==> src/rtl/idu_stage_if.sv <==
// Handshake and status bundle around the decode stage: master is the IFU/EXU side, slave is the stage.
interface idu_stage_if #(
   parameter int XLEN  = 64,
   parameter int CNT_W = 32
);
   logic             in_valid;
   logic             in_ready;
   logic [31:0]      in_inst;
   logic [XLEN-1:0]  in_pc;
   logic             flush;
   logic             out_ready;
   logic             out_valid;
   logic [XLEN-1:0]  out_pc;
   logic [4:0]       out_rs1;
   logic [4:0]       out_rs2;
   logic [4:0]       out_rd;
   logic             out_reg_wen;
   logic [XLEN-1:0]  out_imm;
   logic [2:0]       out_alu_op;
   logic [1:0]       out_alu_src;
   logic             out_branch;
   logic [2:0]       out_bcond;
   logic             out_jump;
   logic             out_jalr;
   logic             out_mem_ren;
   logic             out_mem_wen;
   logic [1:0]       out_mem_size;
   logic             out_mem_uns;
   logic             out_word_op;
   logic             out_ebreak;
   logic             out_illegal;
   logic             halted;
   logic [31:0]      bad_inst;
   logic [CNT_W-1:0] stall_cnt;
   logic [CNT_W-1:0] retire_cnt;

   modport master (
      output in_valid, in_inst, in_pc, flush, out_ready,
      input  in_ready, out_valid, out_pc, out_rs1, out_rs2, out_rd, out_reg_wen, out_imm,
             out_alu_op, out_alu_src, out_branch, out_bcond, out_jump, out_jalr,
             out_mem_ren, out_mem_wen, out_mem_size, out_mem_uns, out_word_op,
             out_ebreak, out_illegal, halted, bad_inst, stall_cnt, retire_cnt
   );

   modport slave (
      input  in_valid, in_inst, in_pc, flush, out_ready,
      output in_ready, out_valid, out_pc, out_rs1, out_rs2, out_rd, out_reg_wen, out_imm,
             out_alu_op, out_alu_src, out_branch, out_bcond, out_jump, out_jalr,
             out_mem_ren, out_mem_wen, out_mem_size, out_mem_uns, out_word_op,
             out_ebreak, out_illegal, halted, bad_inst, stall_cnt, retire_cnt
   );
endinterface

==> src/rtl/idu_stage.sv <==
// Registered RV32/RV64 decode stage, latency 1; holds its bundle while out_ready is low and
// stalls intake for one bubble on a load-use dependency, or permanently after a trap.
module idu_stage #(
   parameter int XLEN  = 64,
   parameter int CNT_W = 32
) (
   input  logic       clk,
   input  logic       rst_n,
   idu_stage_if.slave bus
);
   localparam bit         RV64     = (XLEN == 64);
   localparam logic [2:0] ALU_ADD  = 3'd0, ALU_SUB = 3'd1, ALU_SLTU = 3'd2,
                          ALU_AND  = 3'd3, ALU_SLT = 3'd4;
   localparam logic [1:0] SRC_REG  = 2'd0, SRC_IMM = 2'd1, SRC_PC4 = 2'd2, SRC_IMMPC = 2'd3;

   typedef struct packed {
      logic [XLEN-1:0] pc;
      logic [4:0]      rs1;
      logic [4:0]      rs2;
      logic [4:0]      rd;
      logic            reg_wen;
      logic [XLEN-1:0] imm;
      logic [2:0]      alu_op;
      logic [1:0]      alu_src;
      logic            branch;
      logic [2:0]      bcond;
      logic            jump;
      logic            jalr;
      logic            mem_ren;
      logic            mem_wen;
      logic [1:0]      mem_size;
      logic            mem_uns;
      logic            word_op;
      logic            ebreak;
      logic            illegal;
   } bundle_t;

   logic [31:0]      w_i;
   logic [6:0]       w_opc;
   logic [2:0]       w_f3;
   logic [6:0]       w_f7;
   logic [31:0]      w_imm32;
   logic             w_ok;
   logic             w_hazard;
   logic             w_in_rdy;
   logic             w_acc;
   bundle_t          w_dec;

   bundle_t          r_bun;
   logic             r_vld;
   logic             r_halted;
   logic             r_ill_seen;
   logic [31:0]      r_bad_inst;
   logic [CNT_W-1:0] r_stall_cnt;
   logic [CNT_W-1:0] r_retire_cnt;

   assign w_i   = bus.in_inst;
   assign w_opc = w_i[6:0];
   assign w_f3  = w_i[14:12];
   assign w_f7  = w_i[31:25];

   always_comb begin
      w_dec    = '0;
      w_ok     = 1'b1;
      w_imm32  = '0;
      w_dec.pc = bus.in_pc;
      case (w_opc)
         7'h33, 7'h3B: begin
            w_dec.rs1 = w_i[19:15]; w_dec.rs2 = w_i[24:20]; w_dec.rd = w_i[11:7];
            w_dec.reg_wen = 1'b1;
            w_dec.word_op = (w_opc == 7'h3B);
            if (w_f3 == 3'd0 && w_f7 == 7'h00)
               w_dec.alu_op = ALU_ADD;
            else if (w_f3 == 3'd0 && w_f7 == 7'h20 && w_opc == 7'h33)
               w_dec.alu_op = ALU_SUB;
            else
               w_ok = 1'b0;
            if (w_opc == 7'h3B && !RV64) w_ok = 1'b0;
         end
         7'h13, 7'h1B: begin
            w_dec.rs1 = w_i[19:15]; w_dec.rd = w_i[11:7];
            w_dec.reg_wen = 1'b1; w_dec.alu_src = SRC_IMM;
            w_dec.word_op = (w_opc == 7'h1B);
            w_imm32 = {{20{w_i[31]}}, w_i[31:20]};
            case (w_f3)
               3'd0:    w_dec.alu_op = ALU_ADD;
               3'd2:    w_dec.alu_op = ALU_SLT;
               3'd3:    w_dec.alu_op = ALU_SLTU;
               3'd7:    w_dec.alu_op = ALU_AND;
               default: w_ok = 1'b0;
            endcase
            if (w_opc == 7'h1B && (!RV64 || w_f3 != 3'd0)) w_ok = 1'b0;
         end
         7'h03: begin
            w_dec.rs1 = w_i[19:15]; w_dec.rd = w_i[11:7];
            w_dec.reg_wen = 1'b1; w_dec.mem_ren = 1'b1; w_dec.alu_src = SRC_IMM;
            w_dec.mem_size = w_f3[1:0]; w_dec.mem_uns = w_f3[2];
            w_imm32 = {{20{w_i[31]}}, w_i[31:20]};
            // f3=7 never exists; ld and lwu only exist on RV64
            if (w_f3 == 3'd7 || (!RV64 && (w_f3 == 3'd3 || w_f3 == 3'd6))) w_ok = 1'b0;
         end
         7'h23: begin
            w_dec.rs1 = w_i[19:15]; w_dec.rs2 = w_i[24:20];
            w_dec.mem_wen = 1'b1; w_dec.alu_src = SRC_IMM; w_dec.mem_size = w_f3[1:0];
            w_imm32 = {{20{w_i[31]}}, w_i[31:25], w_i[11:7]};
            if (w_f3[2] || (!RV64 && w_f3 == 3'd3)) w_ok = 1'b0;
         end
         7'h63: begin
            w_dec.rs1 = w_i[19:15]; w_dec.rs2 = w_i[24:20];
            w_dec.branch = 1'b1; w_dec.bcond = w_f3;
            w_imm32 = {{19{w_i[31]}}, w_i[31], w_i[7], w_i[30:25], w_i[11:8], 1'b0};
            case (w_f3)
               3'd0, 3'd1: w_dec.alu_op = ALU_SUB;
               3'd4, 3'd5: w_dec.alu_op = ALU_SLT;
               3'd6, 3'd7: w_dec.alu_op = ALU_SLTU;
               default:    w_ok = 1'b0;
            endcase
         end
         7'h6F: begin
            w_dec.rd = w_i[11:7]; w_dec.reg_wen = 1'b1;
            w_dec.jump = 1'b1; w_dec.alu_src = SRC_PC4;
            w_imm32 = {{11{w_i[31]}}, w_i[31], w_i[19:12], w_i[20], w_i[30:21], 1'b0};
         end
         7'h67: begin
            w_dec.rs1 = w_i[19:15]; w_dec.rd = w_i[11:7]; w_dec.reg_wen = 1'b1;
            w_dec.jump = 1'b1; w_dec.jalr = 1'b1; w_dec.alu_src = SRC_PC4;
            w_imm32 = {{20{w_i[31]}}, w_i[31:20]};
            if (w_f3 != 3'd0) w_ok = 1'b0;
         end
         7'h37, 7'h17: begin
            w_dec.rd = w_i[11:7]; w_dec.reg_wen = 1'b1;
            w_dec.alu_src = (w_opc == 7'h37) ? SRC_IMM : SRC_IMMPC;
            w_imm32 = {w_i[31:12], 12'h000};
         end
         7'h73: begin
            if (w_i == 32'h0010_0073) w_dec.ebreak = 1'b1;
            else                      w_ok = 1'b0;
         end
         default: w_ok = 1'b0;
      endcase
      w_dec.imm = XLEN'($signed(w_imm32));
      if (w_dec.rd == 5'd0) w_dec.reg_wen = 1'b0;
      if (!w_ok) begin
         w_dec         = '0;
         w_dec.pc      = bus.in_pc;
         w_dec.illegal = 1'b1;
      end
   end

   // unused source fields decode to x0, so they can never match a nonzero load rd
   assign w_hazard = r_vld && r_bun.mem_ren && (r_bun.rd != 5'd0) &&
                     ((w_dec.rs1 == r_bun.rd) || (w_dec.rs2 == r_bun.rd));
   assign w_in_rdy = !r_halted && !bus.flush && !w_hazard && (!r_vld || bus.out_ready);
   assign w_acc    = bus.in_valid && w_in_rdy;

   always_ff @(posedge clk or negedge rst_n) begin
      if (!rst_n) begin
         r_vld        <= 1'b0;
         r_bun        <= '0;
         r_halted     <= 1'b0;
         r_ill_seen   <= 1'b0;
         r_bad_inst   <= '0;
         r_stall_cnt  <= '0;
         r_retire_cnt <= '0;
      end else begin
         if (r_vld && bus.out_ready) r_retire_cnt <= r_retire_cnt + CNT_W'(1);
         if (bus.flush) begin
            r_vld <= 1'b0;
         end else if (w_acc) begin
            r_vld <= 1'b1;
            r_bun <= w_dec;
            if (w_dec.ebreak || w_dec.illegal) r_halted <= 1'b1;
            if (w_dec.illegal && !r_ill_seen) begin
               r_ill_seen <= 1'b1;
               r_bad_inst <= bus.in_inst;
            end
         end else if (bus.out_ready) begin
            r_vld <= 1'b0;
            if (bus.in_valid && w_hazard && !r_halted) r_stall_cnt <= r_stall_cnt + CNT_W'(1);
         end
      end
   end

   assign bus.in_ready     = w_in_rdy;
   assign bus.out_valid    = r_vld;
   assign bus.out_pc       = r_bun.pc;
   assign bus.out_rs1      = r_bun.rs1;
   assign bus.out_rs2      = r_bun.rs2;
   assign bus.out_rd       = r_bun.rd;
   assign bus.out_reg_wen  = r_bun.reg_wen;
   assign bus.out_imm      = r_bun.imm;
   assign bus.out_alu_op   = r_bun.alu_op;
   assign bus.out_alu_src  = r_bun.alu_src;
   assign bus.out_branch   = r_bun.branch;
   assign bus.out_bcond    = r_bun.bcond;
   assign bus.out_jump     = r_bun.jump;
   assign bus.out_jalr     = r_bun.jalr;
   assign bus.out_mem_ren  = r_bun.mem_ren;
   assign bus.out_mem_wen  = r_bun.mem_wen;
   assign bus.out_mem_size = r_bun.mem_size;
   assign bus.out_mem_uns  = r_bun.mem_uns;
   assign bus.out_word_op  = r_bun.word_op;
   assign bus.out_ebreak   = r_bun.ebreak;
   assign bus.out_illegal  = r_bun.illegal;
   assign bus.halted       = r_halted;
   assign bus.bad_inst     = r_bad_inst;
   assign bus.stall_cnt    = r_stall_cnt;
   assign bus.retire_cnt   = r_retire_cnt;
endmodule
==> src/flat_wrapper.sv <==
// flat-port wrapper written by rule: the top's interface ports become plain ports
module idu_stage_flat 
#(
   parameter int XLEN  = 64,
   parameter int CNT_W = 32
)
  (clk, rst_n, bus_in_valid, bus_in_inst, bus_in_pc, bus_flush, bus_out_ready, bus_in_ready, bus_out_valid, bus_out_pc, bus_out_rs1, bus_out_rs2, bus_out_rd, bus_out_reg_wen, bus_out_imm, bus_out_alu_op, bus_out_alu_src, bus_out_branch, bus_out_bcond, bus_out_jump, bus_out_jalr, bus_out_mem_ren, bus_out_mem_wen, bus_out_mem_size, bus_out_mem_uns, bus_out_word_op, bus_out_ebreak, bus_out_illegal, bus_halted, bus_bad_inst, bus_stall_cnt, bus_retire_cnt);
  idu_stage_if #(.XLEN(XLEN), .CNT_W(CNT_W)) bus_i ();
  input  logic clk;
  input  logic rst_n;
  input wire logic [$bits(bus_i.in_valid)-1:0] bus_in_valid;
  input wire logic [$bits(bus_i.in_inst)-1:0] bus_in_inst;
  input wire logic [$bits(bus_i.in_pc)-1:0] bus_in_pc;
  input wire logic [$bits(bus_i.flush)-1:0] bus_flush;
  input wire logic [$bits(bus_i.out_ready)-1:0] bus_out_ready;
  output wire logic [$bits(bus_i.in_ready)-1:0] bus_in_ready;
  output wire logic [$bits(bus_i.out_valid)-1:0] bus_out_valid;
  output wire logic [$bits(bus_i.out_pc)-1:0] bus_out_pc;
  output wire logic [$bits(bus_i.out_rs1)-1:0] bus_out_rs1;
  output wire logic [$bits(bus_i.out_rs2)-1:0] bus_out_rs2;
  output wire logic [$bits(bus_i.out_rd)-1:0] bus_out_rd;
  output wire logic [$bits(bus_i.out_reg_wen)-1:0] bus_out_reg_wen;
  output wire logic [$bits(bus_i.out_imm)-1:0] bus_out_imm;
  output wire logic [$bits(bus_i.out_alu_op)-1:0] bus_out_alu_op;
  output wire logic [$bits(bus_i.out_alu_src)-1:0] bus_out_alu_src;
  output wire logic [$bits(bus_i.out_branch)-1:0] bus_out_branch;
  output wire logic [$bits(bus_i.out_bcond)-1:0] bus_out_bcond;
  output wire logic [$bits(bus_i.out_jump)-1:0] bus_out_jump;
  output wire logic [$bits(bus_i.out_jalr)-1:0] bus_out_jalr;
  output wire logic [$bits(bus_i.out_mem_ren)-1:0] bus_out_mem_ren;
  output wire logic [$bits(bus_i.out_mem_wen)-1:0] bus_out_mem_wen;
  output wire logic [$bits(bus_i.out_mem_size)-1:0] bus_out_mem_size;
  output wire logic [$bits(bus_i.out_mem_uns)-1:0] bus_out_mem_uns;
  output wire logic [$bits(bus_i.out_word_op)-1:0] bus_out_word_op;
  output wire logic [$bits(bus_i.out_ebreak)-1:0] bus_out_ebreak;
  output wire logic [$bits(bus_i.out_illegal)-1:0] bus_out_illegal;
  output wire logic [$bits(bus_i.halted)-1:0] bus_halted;
  output wire logic [$bits(bus_i.bad_inst)-1:0] bus_bad_inst;
  output wire logic [$bits(bus_i.stall_cnt)-1:0] bus_stall_cnt;
  output wire logic [$bits(bus_i.retire_cnt)-1:0] bus_retire_cnt;
  assign bus_i.in_valid = bus_in_valid;
  assign bus_i.in_inst = bus_in_inst;
  assign bus_i.in_pc = bus_in_pc;
  assign bus_i.flush = bus_flush;
  assign bus_i.out_ready = bus_out_ready;
  assign bus_in_ready = bus_i.in_ready;
  assign bus_out_valid = bus_i.out_valid;
  assign bus_out_pc = bus_i.out_pc;
  assign bus_out_rs1 = bus_i.out_rs1;
  assign bus_out_rs2 = bus_i.out_rs2;
  assign bus_out_rd = bus_i.out_rd;
  assign bus_out_reg_wen = bus_i.out_reg_wen;
  assign bus_out_imm = bus_i.out_imm;
  assign bus_out_alu_op = bus_i.out_alu_op;
  assign bus_out_alu_src = bus_i.out_alu_src;
  assign bus_out_branch = bus_i.out_branch;
  assign bus_out_bcond = bus_i.out_bcond;
  assign bus_out_jump = bus_i.out_jump;
  assign bus_out_jalr = bus_i.out_jalr;
  assign bus_out_mem_ren = bus_i.out_mem_ren;
  assign bus_out_mem_wen = bus_i.out_mem_wen;
  assign bus_out_mem_size = bus_i.out_mem_size;
  assign bus_out_mem_uns = bus_i.out_mem_uns;
  assign bus_out_word_op = bus_i.out_word_op;
  assign bus_out_ebreak = bus_i.out_ebreak;
  assign bus_out_illegal = bus_i.out_illegal;
  assign bus_halted = bus_i.halted;
  assign bus_bad_inst = bus_i.bad_inst;
  assign bus_stall_cnt = bus_i.stall_cnt;
  assign bus_retire_cnt = bus_i.retire_cnt;
  idu_stage #(.XLEN(XLEN), .CNT_W(CNT_W)) u_core (.clk(clk), .rst_n(rst_n), .bus(bus_i));
endmodule
==> config.mk <==
export PLATFORM = sky130hd
export DESIGN_NAME = idu_stage_flat
export DESIGN_NICKNAME = d
export VERILOG_FILES = /design/src/rtl/idu_stage_if.sv /design/src/rtl/idu_stage.sv /design/src/flat_wrapper.sv
export SDC_FILE = /design/constraint.sdc
export NUM_CORES = 1
export LEC_CHECK = 0
export ABC_AREA = 0
export BUFFER_PORTS_ARGS = -buffer_cell sky130_fd_sc_hd__buf_2
export CAP_MARGIN = 20
export CORE_ASPECT_RATIO = 0.9
export CORE_UTILIZATION = 40
export CTS_BUF_LIST = sky130_fd_sc_hd__clkbuf_8 sky130_fd_sc_hd__clkbuf_16
export DETAILED_ROUTE_END_ITERATION = 10
export GPL_ROUTABILITY_DRIVEN = 1
export PLACE_DENSITY = 0.76
export SLEW_MARGIN = 10
export SYNTH_ARGS = -nofsm -noshare
export SYNTH_HDL_FRONTEND = slang
export SYNTH_SLANG_ARGS = --single-unit
==> constraint.sdc <==
create_clock -name clk -period 3.65 [get_ports clk]
set_input_delay 0.1825 -clock clk [delete_from_list [all_inputs] [get_ports clk]]
set_output_delay 0.1825 -clock clk [all_outputs]
set_load 0.1 [all_outputs]
---- Word level (Yosys, flattened, before mapping) ----
Cells that the tools add are included.
operators by class
  bitwise operators ....................... 2
  equal/unequal tests ..................... 23
  add/subtract/negate cells ............... 2
  mux-type cells .......................... 35
  reduce and logical (&&, ||, !) cells .... 49
operators by type and width
  cell                                                               count
  32-bit case mux with 5 select lines                                1
  99-bit 2-to-1 mux                                                  1
  32-bit by 1-bit adder with 32-bit output, second input constant    2
  7-bit by 6-bit == test with 1-bit output, second input constant    5
  32-bit by 21-bit == test with 1-bit output, second input constant  1
  7-bit == test, second input constant                               4
  3-bit case mux with 3 select lines                                 3
  7-bit by 5-bit == test with 1-bit output, second input constant    3
  1-bit 2-to-1 mux                                                   21
  2-bit OR reduction                                                 8
  4-bit OR reduction                                                 4
  1-bit logical AND                                                  15
  3-bit == test, second input constant                               4
  5-bit == test                                                      2
  5-bit 2-to-1 mux                                                   2
  9-bit OR reduction                                                 1
  1-bit case mux with 8 select lines                                 1
  8-bit OR reduction                                                 1
  7-bit by 2-bit == test with 1-bit output, second input constant    1
  7-bit zero test                                                    1
  3-bit by 2-bit == test with 1-bit output, second input constant    2
  6-bit 2-to-1 mux                                                   1
  2-bit case mux with 3 select lines                                 1
  3-bit AND reduction                                                2
  15 further kinds                                                   24
storage, ports and cells
  output and inout port bits .............. 262
  register bits after elaboration ......... 262

---- Longest topological paths before layout ----
Gate-level depths: netlist (run 1).
  word-level depth ........................ 16
  depth in mapped cells ................... 15

---- Least setup slack after synthesis (run 1) ----
No wires, ideal clock.
  path kind ............................... input -> output
  from .................................... in bus_in_inst[24]
  to ...................................... out bus_in_ready
  stages on the path ...................... 12
  path slack .............................. -0.233 ns
  buffers on the path ..................... 4
  required time ........................... 3.467 ns
  arrival ................................. 3.700 ns
  cells stage by stage .................... buf_2 > or4b_1 > nor4_1 > nand4_1 > and4_1 > buf_6 > o31ai_2 > a211oi_2 > a22o_1 > buf_6 > clkbuf_1 > nor2_1
on the way
  cells in the longest elaborated chain, start to end .. 10
ends and longest elaborated chain
  item                                        RTL line            text
  start, declared                             flat_wrapper.sv:12  input wire logic [$bits(bus_i.in_inst)-1:0] bus_in_inst;
  32-bit by 21-bit == test with 1-bit output  idu_stage.sv:136    if (w_i == 32'h0010_0073) w_dec.ebreak = 1'b1;
  1-bit 2-to-1 mux                            idu_stage.sv:136
  1-bit case mux with 8 select lines          idu_stage.sv:67     case (w_opc)
  99-bit 2-to-1 mux *                         idu_stage.sv:143    if (!w_ok) begin
  5-bit == test                               idu_stage.sv:152    ((w_dec.rs1 == r_bun.rd) || (w_dec.rs2 == r_bun.rd));
  1-bit logical OR *                          idu_stage.sv:152
  1-bit logical AND *                         idu_stage.sv:151    assign w_hazard = r_vld && r_bun.mem_ren && (r_bun.rd != 5'd0) &&
  1-bit zero test *                           idu_stage.sv:153    assign w_in_rdy = !r_halted && !bus.flush && !w_hazard && (!r_vld || bus.out_ready);
  1-bit logical AND * (2 in a row)            idu_stage.sv:153
  end, declared                               flat_wrapper.sv:16  output wire logic [$bits(bus_i.in_ready)-1:0] bus_in_ready;
Mark *: on every way between the ends. The rest lies on a longest branch, timed or not.

---- Worst setup path in the final report (run 1) ----
  from .................................... in bus_in_inst[7]
  to ...................................... out bus_in_ready
on the way
  cells in the longest elaborated chain, start to end .. 10
ends and longest elaborated chain
  item                                          RTL line
  32-bit by 21-bit == test with 1-bit output *  idu_stage.sv:136
  1-bit 2-to-1 mux *                            idu_stage.sv:136
  1-bit case mux with 8 select lines *          idu_stage.sv:67
  99-bit 2-to-1 mux *                           idu_stage.sv:143
  5-bit == test                                 idu_stage.sv:152
  1-bit logical OR *                            idu_stage.sv:152
  1-bit logical AND *                           idu_stage.sv:151
  1-bit zero test *                             idu_stage.sv:153
  1-bit logical AND * (2 in a row)              idu_stage.sv:153
Marked as above.

==> results of run 1 <==
-- critical path, stage by stage --
cell and delay (ns):
dlygate4sd3_1 0.54, buf_2 0.18, nor4_1 0.49, nand4_1 0.25
and4_2 0.35, o31ai_2 0.29, a21oi_1 0.11, a22o_2 0.29
buf_8 0.24, nor2_2 0.16, buf_12 0.19
-- routing by layer --
metal  vias up  wire length (µm)  track usage [%]
met5         -                 0                0
met3        45              2766            5.476
met4         0               687            5.797
met1      4368             13620            29.48
met2       404             15430            38.51
li1       4060                 -                -
-- final cells by class --
type	instances	area (µm²)	share of cell area (%)
inverter	37	138.9	0.9500
antenna	1	2.502	0.01712
tap	348	435.4	2.978
timing repair buffer	485	3013	20.61
clock inverter	17	257.7	1.763
clock buffer	27	653.1	4.468
multi-input combinational	568	4363	29.84
sequential	230	5756	39.37
-- cells by family (layout without fill, tap and decap cells) --
family,after synthesis,after routing,synth area share (%)
adder cells (fa/ha/maj),2,2,0.2314
AO/OA/AOI/OAI,140,140,8.459
AND/OR/NAND/NOR,226,226,10.85
flip-flops,230,230,53.23
multiplexers,135,135,15.40
buffers and inverters,116,566,6.561
other,0,1,0
XOR/XNOR,65,65,5.265
-- worst max path at each step --
stage	start	endpoint	cells after the start	slack (ns)
after CTS	bus_in_inst[28]	bus_in_ready	13	0.03
final	bus_in_inst[7]	bus_in_ready	11	0.17
after global placement	bus_in_inst[8]	u_core.bus.out_imm[29]	12	0.14
after global routing	bus_in_inst[28]	bus_in_ready	13	-0.0005
after floorplan	bus_in_inst[24]	bus_in_ready	12	0.23
after detailed placement	bus_in_inst[8]	u_core.bus.out_imm[30]	12	-0.09
-- state kept, by name, indices dropped and copies added, names as in the netlist, 5 cells and up --
signal	count
u_core.bus.bad_inst	32
u_core.bus.out_imm	32
u_core.bus.out_pc	64
u_core.bus.out_rd	5
u_core.bus.out_rs1	5
u_core.bus.out_rs2	5
u_core.bus.retire_cnt	32
u_core.bus.stall_cnt	32
-- what timing repair did --
action,in CTS,in global routing
gates resized for setup,1,3
hold endpoints to repair,212,0
pin swaps,0,1
setup buffers,0,3
hold buffers,88,0
endpoints found under the setup margin,1,1
-- layout by cell type (no fill, tap or decap), types with 8 or more instances in the layout --
cell type        n
a21oi_1         29
a22oi_1          8
and3_1           9
buf_2          360
buf_4           32
clkbuf_16       25
dfrtp_1        230
dlygate4sd3_1   88
inv_1           41
mux2_2          67
mux2_4          46
mux2i_1         22
nand2_1         63
nand3_1         28
nand4_1         12
nor2_1          36
nor3_1          21
o21ai_0         40
o31ai_1         21
o41ai_1         10
xnor2_1         40
xor2_1          25
-- per-stage QoR --
stage	setup slack, ns	util, %
2_1_floorplan	0.2261	-
3_3_place_gp	0.1363	48.69
3_5_place_dp	-0.09248	48.69
4_1_cts	0.02800	55.52
5_1_grt	-0.0005160	55.63
6_report	0.1695	55.64
-- where the power goes --
group	total, mW	internal [mW]	switching [mW]
combinational	6.42	1.15	5.27
sequential	3.51	3.15	0.353
clock	2.80	1.78	1.03
-- Yosys cell counts (all sizes together), types with 3 or more instances --
cell	count	area share, %
and2	5	0.29
mux2i	22	2.0
nand4	12	0.69
a21oi	30	1.4
o41ai	10	0.81
o21ai	40	1.9
nand3	29	1.3
a21boi	3	0.21
buf	53	4.4
dfrtp	230	53
xor2	25	2.0
nor2	38	1.5
nand4b	3	0.24
nor3b	7	0.49
nand3b	3	0.21
a31oi	5	0.29
and4	7	0.57
o31ai	23	1.7
a211oi	3	0.25
xnor2	40	3.2
nor4	7	0.40
a22oi	8	0.56
a21o	7	0.49
and3	9	0.52
clkbuf	26	0.91
inv	37	1.3
nand2	63	2.2
nor3	22	1.0
mux2	113	13
nand2b	7	0.40
==> flow_metrics.tcl, run 1 <==
set metrics [dict create \
    run_status "completed" \
    start_util_pct 41.15 \
    grt_usage_pct 22.82 \
    skew_ns 0.008366 \
    crit_required_ns 3.47 \
    syn-num-nets 1017 \
    finalCriticalPeriod_ns 3.480 \
    hold_depth 3 \
    rows 56 \
    post-route-drc-count 0 \
    ys_seq_area_share_pct 53.23 \
    cts_made_buffers 25 \
    reg2reg_slack_ns 0.57 \
    grt_pass1_vias 8837 \
    cts_tree "yes" \
    area_growth_pct 35.20 \
    yosys_register_bits 230 \
    hp-start "bus_in_inst[27]" \
    die_h_um 158.0 \
    ys_warn_count 0 \
    crit_type "input pin to output pin" \
    drt_iter0_drc 724 \
    num_io_pins 363 \
    overflow 0 \
    grt_max_degree 122 \
    synth_cell_types 58 \
    io_buffer_count 362 \
    final_nets 1450 \
    h-tree-depth 1 \
    detail-route-antenna-nets 0 \
    synth-edff-count 0 \
    vias 8877 \
    worstSkewPairLatency_ns 0.52 \
    cts_buffer_depth 3 \
    power.total_mw 12.73 \
    arrival_ns 3.30 \
    dr.pass1.iters 5 \
    chipWidth_um 175.3 \
    setup_tns_ns 0 \
    syn_inst 914 \
    hold_violations 0 \
    hpwl_mm 21.91 \
    cts_root_buf "clkbuf_16" \
    wl_per_cell_um 18.97 \
    gp_congestion 0.9096 \
    relSlewSlack_pct 38.34 \
    final_max_slew_viol_count 0 \
    maxCapViolCount 0 \
    routed_via_density 5.182 \
    die_area_um2 27690 \
    async_flop_share_pct 100.0 \
    pwr_density_cell_nw_per_um2 870.7 \
    antenna_found_initial 0 \
    vdd_drop_max_mv 0.8208 \
    regToRegStartpoint "u_core.bus.stall_cnt[3]" \
    place_inst 1577 \
    final_cells 1713 \
    p_leak_nw 7.272 \
    worst_slew_pin_slew_ns 0.9249 \
    design.core.area_um2 26280 \
    critPathLaunchType "input pin" \
    drt_wl_total_mm 32.50 \
    min_period_over_period_pct 95.36 \
    max_freq_ghz 0.2873 \
    cts.clk_slew.worst_paths_ns 0.06 \
    worstPathMaxFanout 62 \
    stdcell_area_um2 14620 \
    synth_top_flop_cell "dfrtp_1" \
    hp-class "input pin to flip-flop" \
    end_kind "output pin" \
    syn_avg_cell_area_um2 11.83 \
    setup_viol_count_final 0 \
    postPlaceCellArea_um2 12790 \
    clock_sinks 230 \
    fill_cells 2159 \
    drive_above_1_share_pct 41.35 \
    syn-cell-area_um2 10810 \
    grt_pass1_wl_mm 49.18 \
    holdWs_ns 0.03091 \
    hold_end "u_core.bus.out_imm[27]" \
    reg2reg_depth 9 \
    r2r-end "u_core.bus.stall_cnt[31]" \
]
No activity file was read; power rests on OpenSTA's default activity.
==> run 2: changes to the inputs <==
--- a/config.mk
+++ b/config.mk
@@ -9,11 +9,11 @@
 export BUFFER_PORTS_ARGS = -buffer_cell sky130_fd_sc_hd__buf_2
 export CAP_MARGIN = 20
 export CORE_ASPECT_RATIO = 0.9
-export CORE_UTILIZATION = 40
+export CORE_UTILIZATION = 51
 export CTS_BUF_LIST = sky130_fd_sc_hd__clkbuf_8 sky130_fd_sc_hd__clkbuf_16
 export DETAILED_ROUTE_END_ITERATION = 10
 export GPL_ROUTABILITY_DRIVEN = 1
-export PLACE_DENSITY = 0.76
+export PLACE_DENSITY = 0.91
 export SLEW_MARGIN = 10
 export SYNTH_ARGS = -nofsm -noshare
 export SYNTH_HDL_FRONTEND = slang
==> run 2 against run 1 <==
Sequential cell count did not move. Cell count shrank 4.3%. Combinational power is 0.6% higher. Setup slack improved by 0.023 ns. Critical path depth up 1. Non-clock buffer count fell by 11. Critical endpoint unchanged. Largest cell class unchanged.
==> flow_metrics.tcl, run 2 (synthesis gave the netlist of run 1 again) <==
set metrics [dict create \
    gp_congestion 0.9034 \
    hold_violations 0 \
    met2_usage_pct 53.03 \
    mostFrequentLayoutCell "buf_2" \
    cp_slowest_cell "dlygate4sd3_1" \
    final_nets 1439 \
    grt-busiest-layer "met2" \
    crit_required_ns 3.47 \
    cts_tree "yes" \
    overflow 0 \
    design.core.area_um2 20770 \
    chipWidth_um 155.5 \
    drt_iter0_drc 719 \
    cp_cell_sequence "dlygate4sd3_1, buf_2, nor4_2, and3_1, nand4_1, and4_1, o31ai_2, a21oi_1, a22o_2, buf_12, nor2_2, buf_12" \
    skew_ns 0.01149 \
    multi_input_area_um2 4368 \
    regToRegStartpoint "u_core.bus.stall_cnt[3]" \
    drive_above_1_share_pct 40.87 \
    h-tree-depth 1 \
    reg2reg_depth 9 \
    grt_pass1_wl_mm 52.34 \
    r2r-end "u_core.bus.stall_cnt[31]" \
    wl_per_cell_um 20.79 \
    hp-class "input pin to flip-flop" \
    setup_viol_count_final 0 \
    maxCapViolCount 0 \
    final_cells 1639 \
    critPathLaunchType "input pin" \
    cts_root_buf "clkbuf_16" \
    arrival_ns 3.27 \
    cts_made_buffers 25 \
    run_status "completed" \
    final_max_slew_viol_count 0 \
    worstSkewPairLatency_ns 0.53 \
    path_buf_inv 4 \
    cp_num_cells 12 \
    clock_sinks 230 \
    rows 50 \
    vias 9194 \
    min_period_over_period_pct 94.72 \
    reg2reg_slack_ns 0.64 \
    regArea_um2 5756 \
    crit_path_start "bus_in_inst[25]" \
    grt_pass1_vias 9228 \
    place_inst 1509 \
    grt_util_met1_pct 37.10 \
    grt.met3_usage_pct 7.983 \
    crit_type "input pin to output pin" \
    end_kind "output pin" \
    max_freq_ghz 0.2892 \
    area_growth_pct 33.15 \
    vdd_drop_max_mv 0.8787 \
    diodes 0 \
    start_util_pct 52.06 \
    post-route-drc-count 0 \
    path_common_cell "buf_12" \
    dr.pass1.iters 5 \
    worst_slew_pin_slew_ns 0.8902 \
    setup_tns_ns 0 \
    die_h_um 140.1 \
    drt_wl_total_mm 34.08 \
    die_area_um2 21790 \
    p_leak_nw 7.201 \
    cts.clk_slew.worst_paths_ns 0.05 \
    crit_path_max_incr_delay_ns 0.54 \
    routed_via_density 5.610 \
    critPathTopFamily "simple AND/OR/NAND/NOR gates" \
    worstPathMaxFanout 62 \
    hpwl_mm 22.08 \
    cts_buffer_depth 3 \
    fill_cells 1435 \
    detail-route-antenna-nets 0 \
    antenna_found_initial 0 \
    relSlewSlack_pct 40.65 \
    finalCriticalPeriod_ns 3.457 \
    final_cell_mix "buf_2 (360), dfrtp_1 (230), dlygate4sd3_1 (85)" \
    grt_max_degree 117 \
    rsz0062_at_grt "no" \
    grt_usage_pct 30.81 \
    pwr_density_cell_nw_per_um2 874.1 \
    largest_reg_flops 64 \
    endpoint "bus_in_ready" \
    num_io_pins 363 \
    io_buffer_count 362 \
]
## run 2: where the power goes
| group | total, mW | switching (mW) | leakage (nW) | internal [mW] |
|---|---|---|---|---|
| Combinational | 6.46 | 5.32 | 3.79 | 1.14 |
| Clock | 2.56 | 1.05 | 0.434 | 1.52 |
| Sequential | 3.56 | 0.402 | 2.98 | 3.16 |
| Total | 12.6 | 6.77 | 7.20 | 5.82 |
## run 2: final cells by class
class	instances	area share [%]
sequential	230	39.98
multi-input combinational	568	30.34
timing repair buffer	474	20.51
clock buffer	28	4.632
tap	286	2.485
clock inverter	16	1.095
inverter	37	0.9646
## run 2: metal layers
layer  routed length, µm  share of wire [%]
met5                   0                  0
met2               16750                 49
met4                1288                3.8
met1               12970                 38
met3                3077                9.0
## run 2: worst min-delay path by stage
stage	slack [ns]	cells past startpoint	from	to
6_report	0.03	3	bus_in_inst[12]	u_core.bus.out_bcond[0]
4_1_cts	0.005	3	bus_in_inst[12]	u_core.bus.out_bcond[0]
3_5_place_dp	0.32	1	rst_n	u_core.bus.bad_inst[0]
5_1_grt	0.03	3	bus_in_inst[12]	u_core.bus.out_bcond[0]
2_1_floorplan	-0.11	0	rst_n	u_core.bus.bad_inst[0]
3_3_place_gp	0.31	1	rst_n	u_core.bus.bad_inst[0]
## run 2: metrics by stage
step | cell area [µm²] | total power, mW | hold slack [ns] | worst slack [ns] | util [%]
2_1_floorplan | 10820 | 8.831 | -0.1131 | 0.2261 | -
4_1_cts | 14380 | 12.53 | 0.004825 | 0.1083 | 69.25
6_report | 14400 | 12.58 | 0.02825 | 0.1927 | 69.32
5_1_grt | 14400 | 12.92 | 0.03173 | 0.01244 | 69.32
3_3_place_gp | 12710 | 9.762 | 0.3139 | 0.2055 | 61.19
3_5_place_dp | 12710 | 9.873 | 0.3200 | 0.09963 | 61.19
## run 2: tightest hold or removal path: cells and delay by family
kind	cells	cell delay, ns
buffers and inverters	1	0.18
AO/OA/AOI/OAI	1	0.06
AND/OR/NAND/NOR	1	0.08
## run 2: what timing repair did
action / CTS / global route
resized for setup: 0 / 1
hold buffers: 85 / 0
endpoints found under the hold margin: 207 / 0
buffers inserted: 0 / 1
setup endpoints to repair: 0 / 1
